$ cat config.mk
export PLATFORM = sky130hd
export DESIGN_NAME = spi_frame_ctrl
export DESIGN_NICKNAME = d
export VERILOG_FILES = /design/src/rtl/spi_ctrl_pkg.sv /design/src/rtl/spi_edge_sync.sv /design/src/rtl/spi_frame_ctrl.sv
export SDC_FILE = /design/constraint.sdc
export NUM_CORES = 1
export LEC_CHECK = 0
export ABC_AREA = 1
export BUFFER_PORTS_ARGS = -buffer_cell sky130_fd_sc_hd__buf_4
export CORE_MARGIN = 4
export CORE_UTILIZATION = 57
export DETAILED_ROUTE_END_ITERATION = 8
export PLACE_DENSITY = 0.79
export REMOVE_ABC_BUFFERS = 1
export SETUP_SLACK_MARGIN = 0.1
export SLEW_MARGIN = 10
export SYNTH_ARGS = -nofsm -noshare
export SYNTH_HDL_FRONTEND = slang
export SYNTH_HIERARCHICAL = 1
export SYNTH_SLANG_ARGS = --single-unit
export TNS_END_PERCENT = 50
$ cat constraint.sdc
create_clock -name iCLK -period 1.7 [get_ports iCLK]
set_clock_uncertainty 0.1 [all_clocks]
set_input_delay 0.34 -clock iCLK [delete_from_list [all_inputs] [get_ports iCLK]]
set_output_delay 0.34 -clock iCLK [all_outputs]
set_load 0.02 [all_outputs]
$ cat src/rtl/spi_ctrl_pkg.sv
// spi_ctrl_pkg: shared state encoding and header field positions for the SPI frame controller
package spi_ctrl_pkg;
  typedef enum logic [1:0] {IDLE, HEADER, DATA} state_t;
  localparam int HDR_RW_BIT = 5;
  localparam int HDR_ADDR_MSB = 4;
  localparam int AW = 5;
endpackage

$ cat src/rtl/spi_edge_sync.sv
// spi_edge_sync: multi-flop synchroniser with registered one-cycle rise/fall pulses
module spi_edge_sync #(
  parameter int SYNC_STAGES = 2,
  parameter logic INIT = 1'b0
) (
  input  logic clk,
  input  logic rst,
  input  logic in,
  output logic rise,
  output logic fall
);
  logic [SYNC_STAGES-1:0] sync_q, sync_d;
  logic prev_q, prev_d, rise_q, rise_d, fall_q, fall_d;
  // shift the pin through the synchroniser and compare against the previous synchronised level
  always_comb begin
    sync_d = {sync_q[SYNC_STAGES-2:0], in};
    prev_d = sync_q[SYNC_STAGES-1];
    rise_d = sync_q[SYNC_STAGES-1] & ~prev_q;
    fall_d = ~sync_q[SYNC_STAGES-1] & prev_q;
  end
  // flops start at the idle pin level so reset never fakes an edge
  always_ff @(posedge clk) begin
    if (rst) begin
      sync_q <= {SYNC_STAGES{INIT}};
      prev_q <= INIT;
      rise_q <= 1'b0;
      fall_q <= 1'b0;
    end else begin
      sync_q <= sync_d;
      prev_q <= prev_d;
      rise_q <= rise_d;
      fall_q <= fall_d;
    end
  end
  assign rise = rise_q;
  assign fall = fall_q;
endmodule

$ cat src/rtl/spi_frame_ctrl.sv
// spi_frame_ctrl: SPI mode-0 slave frame sequencer driving header decoder, register writes and burst reads
module spi_frame_ctrl
  import spi_ctrl_pkg::*;
#(
  parameter int DW = 16,
  parameter int SYNC_STAGES = 2
) (
  input  logic          iCLK,
  input  logic          iRST,
  input  logic          iSCLK,
  input  logic          iCS_N,
  input  logic          MOSI,
  output logic          oMISO,
  output logic          oDEC_EN,
  output logic          oDEC_CLR,
  input  logic [5:0]    iHEADER,
  input  logic          iHEADER_EN,
  output logic          oWR_EN,
  output logic [AW-1:0] oWR_ADDR,
  output logic [DW-1:0] oWR_DATA,
  output logic          oRD_EN,
  output logic [AW-1:0] oRD_ADDR,
  input  logic [DW-1:0] iRD_DATA
);
  localparam int CW = $clog2(DW);
  logic sclk_rise, sclk_fall, cs_act, cs_deact, mosi_s;
  state_t state_q, state_d;
  logic [AW-1:0] addr_q, addr_d, wr_addr_q, wr_addr_d, rd_addr_q, rd_addr_d;
  logic [CW-1:0] bitcnt_q, bitcnt_d;
  logic [DW-1:0] rx_q, rx_d, tx_q, tx_d, hold_q, hold_d, wr_data_q, wr_data_d;
  logic [SYNC_STAGES-1:0] mosi_q, mosi_d;
  logic rw_q, rw_d, first_q, first_d, load_pend_q, load_pend_d, rd_pend_q, rd_pend_d;
  logic wr_en_q, wr_en_d, rd_en_q, rd_en_d;
  spi_edge_sync #(.SYNC_STAGES(SYNC_STAGES), .INIT(1'b0)) u_sclk (
    .clk(iCLK), .rst(iRST), .in(iSCLK), .rise(sclk_rise), .fall(sclk_fall)
  );
  spi_edge_sync #(.SYNC_STAGES(SYNC_STAGES), .INIT(1'b1)) u_cs (
    .clk(iCLK), .rst(iRST), .in(iCS_N), .rise(cs_deact), .fall(cs_act)
  );
  assign mosi_s = mosi_q[SYNC_STAGES-1];
  // frame sequencing: cs_deact overrides everything, otherwise step the header/data phases
  always_comb begin
    state_d = state_q;
    addr_d = addr_q;
    rw_d = rw_q;
    bitcnt_d = bitcnt_q;
    rx_d = rx_q;
    tx_d = tx_q;
    hold_d = rd_pend_q ? iRD_DATA : hold_q;
    first_d = first_q;
    load_pend_d = load_pend_q;
    rd_pend_d = rd_en_q;
    wr_en_d = 1'b0;
    wr_addr_d = wr_addr_q;
    wr_data_d = wr_data_q;
    rd_en_d = 1'b0;
    rd_addr_d = rd_addr_q;
    mosi_d = {mosi_q[SYNC_STAGES-2:0], MOSI};
    oDEC_EN = 1'b0;
    oDEC_CLR = 1'b0;
    if (rd_pend_q && first_q) begin
      tx_d = iRD_DATA;
      first_d = 1'b0;
    end
    if (cs_deact) begin
      state_d = IDLE;
      oDEC_CLR = 1'b1;
      bitcnt_d = '0;
      first_d = 1'b0;
      load_pend_d = 1'b0;
    end else if (state_q == IDLE) begin
      state_d = cs_act ? HEADER : IDLE;
      oDEC_CLR = cs_act;
    end else if (state_q == HEADER) begin
      oDEC_EN = sclk_rise;
      if (iHEADER_EN) begin
        state_d = DATA;
        addr_d = iHEADER[HDR_ADDR_MSB:0];
        rw_d = iHEADER[HDR_RW_BIT];
        bitcnt_d = '0;
        rd_en_d = iHEADER[HDR_RW_BIT];
        rd_addr_d = iHEADER[HDR_ADDR_MSB:0];
        first_d = iHEADER[HDR_RW_BIT];
        load_pend_d = 1'b0;
      end
    end else begin
      if (sclk_fall && bitcnt_q == '0 && load_pend_q) begin
        tx_d = hold_q;
        load_pend_d = 1'b0;
      end else if (sclk_fall && bitcnt_q != '0) begin
        tx_d = tx_q << 1;
      end
      if (sclk_rise) begin
        rx_d = {rx_q[DW-2:0], mosi_s};
        bitcnt_d = bitcnt_q + CW'(1);
        if (bitcnt_q == CW'(DW-1)) begin
          bitcnt_d = '0;
          addr_d = addr_q + AW'(1);
          load_pend_d = rw_q;
          rd_en_d = rw_q;
          rd_addr_d = rw_q ? addr_q + AW'(1) : rd_addr_q;
          wr_en_d = ~rw_q;
          wr_addr_d = rw_q ? wr_addr_q : addr_q;
          wr_data_d = rw_q ? wr_data_q : {rx_q[DW-2:0], mosi_s};
        end
      end
    end
  end
  // state and datapath registers
  always_ff @(posedge iCLK) begin
    if (iRST) begin
      state_q <= IDLE;
      addr_q <= '0;
      rw_q <= 1'b0;
      bitcnt_q <= '0;
      rx_q <= '0;
      tx_q <= '0;
      hold_q <= '0;
      first_q <= 1'b0;
      load_pend_q <= 1'b0;
      rd_pend_q <= 1'b0;
      wr_en_q <= 1'b0;
      wr_addr_q <= '0;
      wr_data_q <= '0;
      rd_en_q <= 1'b0;
      rd_addr_q <= '0;
      mosi_q <= '0;
    end else begin
      state_q <= state_d;
      addr_q <= addr_d;
      rw_q <= rw_d;
      bitcnt_q <= bitcnt_d;
      rx_q <= rx_d;
      tx_q <= tx_d;
      hold_q <= hold_d;
      first_q <= first_d;
      load_pend_q <= load_pend_d;
      rd_pend_q <= rd_pend_d;
      wr_en_q <= wr_en_d;
      wr_addr_q <= wr_addr_d;
      wr_data_q <= wr_data_d;
      rd_en_q <= rd_en_d;
      rd_addr_q <= rd_addr_d;
      mosi_q <= mosi_d;
    end
  end
  assign oMISO = (state_q == DATA && rw_q) ? tx_q[DW-1] : 1'b0;
  assign oWR_EN = wr_en_q;
  assign oWR_ADDR = wr_addr_q;
  assign oWR_DATA = wr_data_q;
  assign oRD_EN = rd_en_q;
  assign oRD_ADDR = rd_addr_q;
endmodule

==> flow_summary.ini <==
[die]
die_w_microns = 95.6
start_util = 0.594
rows = 31
core-area_sq_mm = 0.00737
die-area_sq_mm = 0.00914
die_h_microns = 95.6
boundaryPins = 59

[placed_design]
dp_hpwl_mm = 7.16
gp_congestion = 0.919
portBuffers = 58

[critical_path]
worstPathArrival_ns = 1.23
critPathKind = register to output port
cp-start-kind = register
cp-startpoint = state_q[1]$_SDFFE_PP0P_
reg2reg_from = state_q[1]$_SDFFE_PP0P_
critPathMaxFanout = 3
cp.required_ns = 1.26
cp-end-kind = output port

[layout]
fill_cells = 544
drive_gt1_frac = 0.265
final_cell_mix = nand2_1, dfxtp_1, buf_4
nets = 709
syn2layout_area_growth_pct = 28.4
n_antenna_cell = 0
mostFrequentLayoutCell = nand2_1
seqCellArea_sq_mm = 0.00206
fin_util = 0.762
multi_input_area_sq_mm = 0.00214

[routing]
finalWirelength_mm = 11.5
viasPerCell = 5.41
wl_per_cell_microns = 14.7
drt_iter0_markers = 251
vias = 4227
first_pass_iters = 6
ant_nets = 0
drc_errors = 0

[power_and_ir_drop]
ir_drop_uv = 516
internal-power_w = 0.00309
clockPowerShare = 0.369
comb_power_share = 0.053
seqPwrFrac = 0.578
finalPower_w = 0.00418
p_per_area_mw_per_mm2 = 744
power_switching_w = 0.00109
swShare = 0.260
power.leakage_nw = 2.54

[synthesis]
ys_seq_area_frac = 0.467
yosysWarnings = 6
synth_top_area_frac = 0.467
syn_area_per_cell_sq_um = 7.24
ys_seq_elements = 102
synth.distinct_cells = 34
yosysTopAreaCell = dfxtp_1
synth_cells = 604
synth_area_leaders = dfxtp_1, nand2_1, o21ai_0, a21oi_1, nor2_1
syn_area_sq_mm = 0.00438

[cts]
htree_levels = 3
clk_latency_ns = 0.38
cts_buffer_depth = 2
cts_tree = yes
cts_root_buffer = clkbuf_8
numCtsBuffers = 9
cts_sinks = 102
clkTransAtPathRegs_ns = 0.11

[global_route]
grt_pass1_vias = 3987
antenna_found_initial = 0
grt_max_degree = 32
grt_overflow_total = 0
grtUsageTotal = 0.246
grt_pass1_wl_mm = 17.8

[run]
max_cap_violations = 0

[timing]
finalMaxSlewViolations = 0
finalCriticalPeriod_ns = 1.67
slew_headroom = 0.728
fin_crit_sh = 0.984
finalHoldViolations = 0
setup_viol = 0
tightest_slew_ns = 0.407
clock.fmax_mhz = 598
rsz0062_at_grt = yes

[hold_path]
hold_path_class = input port to register
hold_start = iCS_N

[run_status]
status = completed
[worst max-delay path, stage by stage, from the launching register on]
cell and delay (ns):
dfxtp_4 0.38, buf_6 0.13, nor2_4 0.10, nand2_2 0.07, nand2_2 0.07, buf_6 0.11
[Yosys cell counts (all sizes together)]
master	count
a21oi	56
nand4	4
o21ai	72
nand2	124
ha	3
inv	69
xnor2	1
nand3b	1
o211ai	1
nand3	52
o22ai	4
a211oi	1
or2	4
nor2b	2
nor3	2
clkinv	1
nor2	76
clkbuf	17
buf	12
dfxtp	102
[metal layers]
layer | vias up | GRT usage | wire length, microns
met3 | 34 | 0.0726 | 789
met4 | 0 | 0.0877 | 329
li1 | 2086 | - | -
met2 | 152 | 0.427 | 5720
met1 | 1955 | 0.287 | 4640
met5 | - | 0 | 0
[registers in the layout, summed over array words and instances, names as in the netlist, 2 cells and up]
| signal | count |
|---|---|
| addr_q | 5 |
| mosi_q | 2 |
| bitcnt_q | 4 |
| u_sclk/sync_q | 2 |
| oWR_DATA | 16 |
| oRD_ADDR | 5 |
| state_q | 2 |
| tx_q | 16 |
| u_cs/sync_q | 2 |
| oWR_ADDR | 5 |
| rx_q | 15 |
| hold_q | 16 |
[area by class of cell]
class,count,area share
Clock buffer,9,0.0221
Clock inverter,7,0.0129
Inverter,70,0.0499
Multi-Input combinational cell,403,0.380
Sequential cell,102,0.366
Tap cell,99,0.0221
Timing Repair Buffer,92,0.146
[repair_timing]
| action | in CTS | in global routing |
|---|---|---|
| hold buffers | 0 | 0 |
| setup endpoints to repair | 16 | 57 |
| gates cloned | 0 | 2 |
| pin swaps | 2 | 19 |
| resized for setup | 24 | 65 |
| setup buffers | 5 | 6 |
[through the flow]
step | instances | setup slack [ns] | instance area [sq um] | setup TNS (ns) | hold slack [ns]
global placement | 753 | 0.0860 | 5000 | 0 | 0.291
finish | 782 | 0.0274 | 5620 | 0 | 0.0358
CTS | 774 | -0.0106 | 5330 | -0.0106 | 0.0256
global route | 782 | -0.0412 | 5620 | -0.0602 | 0.0160
floorplan | 575 | -0.244 | 4240 | -8.39 | 0.283
detailed placement | 753 | 0.0502 | 5000 | 0 | 0.305
[worst paths after layout]
path,end,slack (ns),cells after the start
worst max register to register,tx_q[10]$_SDFF_PP0_,0.08,8
worst max-delay path,oDEC_CLR,0.03,5
worst min-delay path,u_cs/sync_q[0]$_SDFF_PP1_,0.04,2
worst min register to register,u_cs/rise$_SDFF_PP0_,0.31,1
[cell families after synthesis]
kind of cell,synth area share
compound gates,0.164
xor+xnor,0.00200
fa+ha+maj,0.00858
buf+inv,0.0935
flops,0.467
simple gates,0.265
[power by group through the flow]
stage / logic [W] / registers [W] / clock network [W]
floorplan: 0.0000881 / 0.00247 / 0
global placement: 0.000190 / 0.00247 / 0
detailed placement: 0.000195 / 0.00247 / 0
CTS: 0.000203 / 0.00241 / 0.00156
global route: 0.000246 / 0.00242 / 0.00165
finish: 0.000223 / 0.00242 / 0.00154
Power figures use the tool's default switching activity.
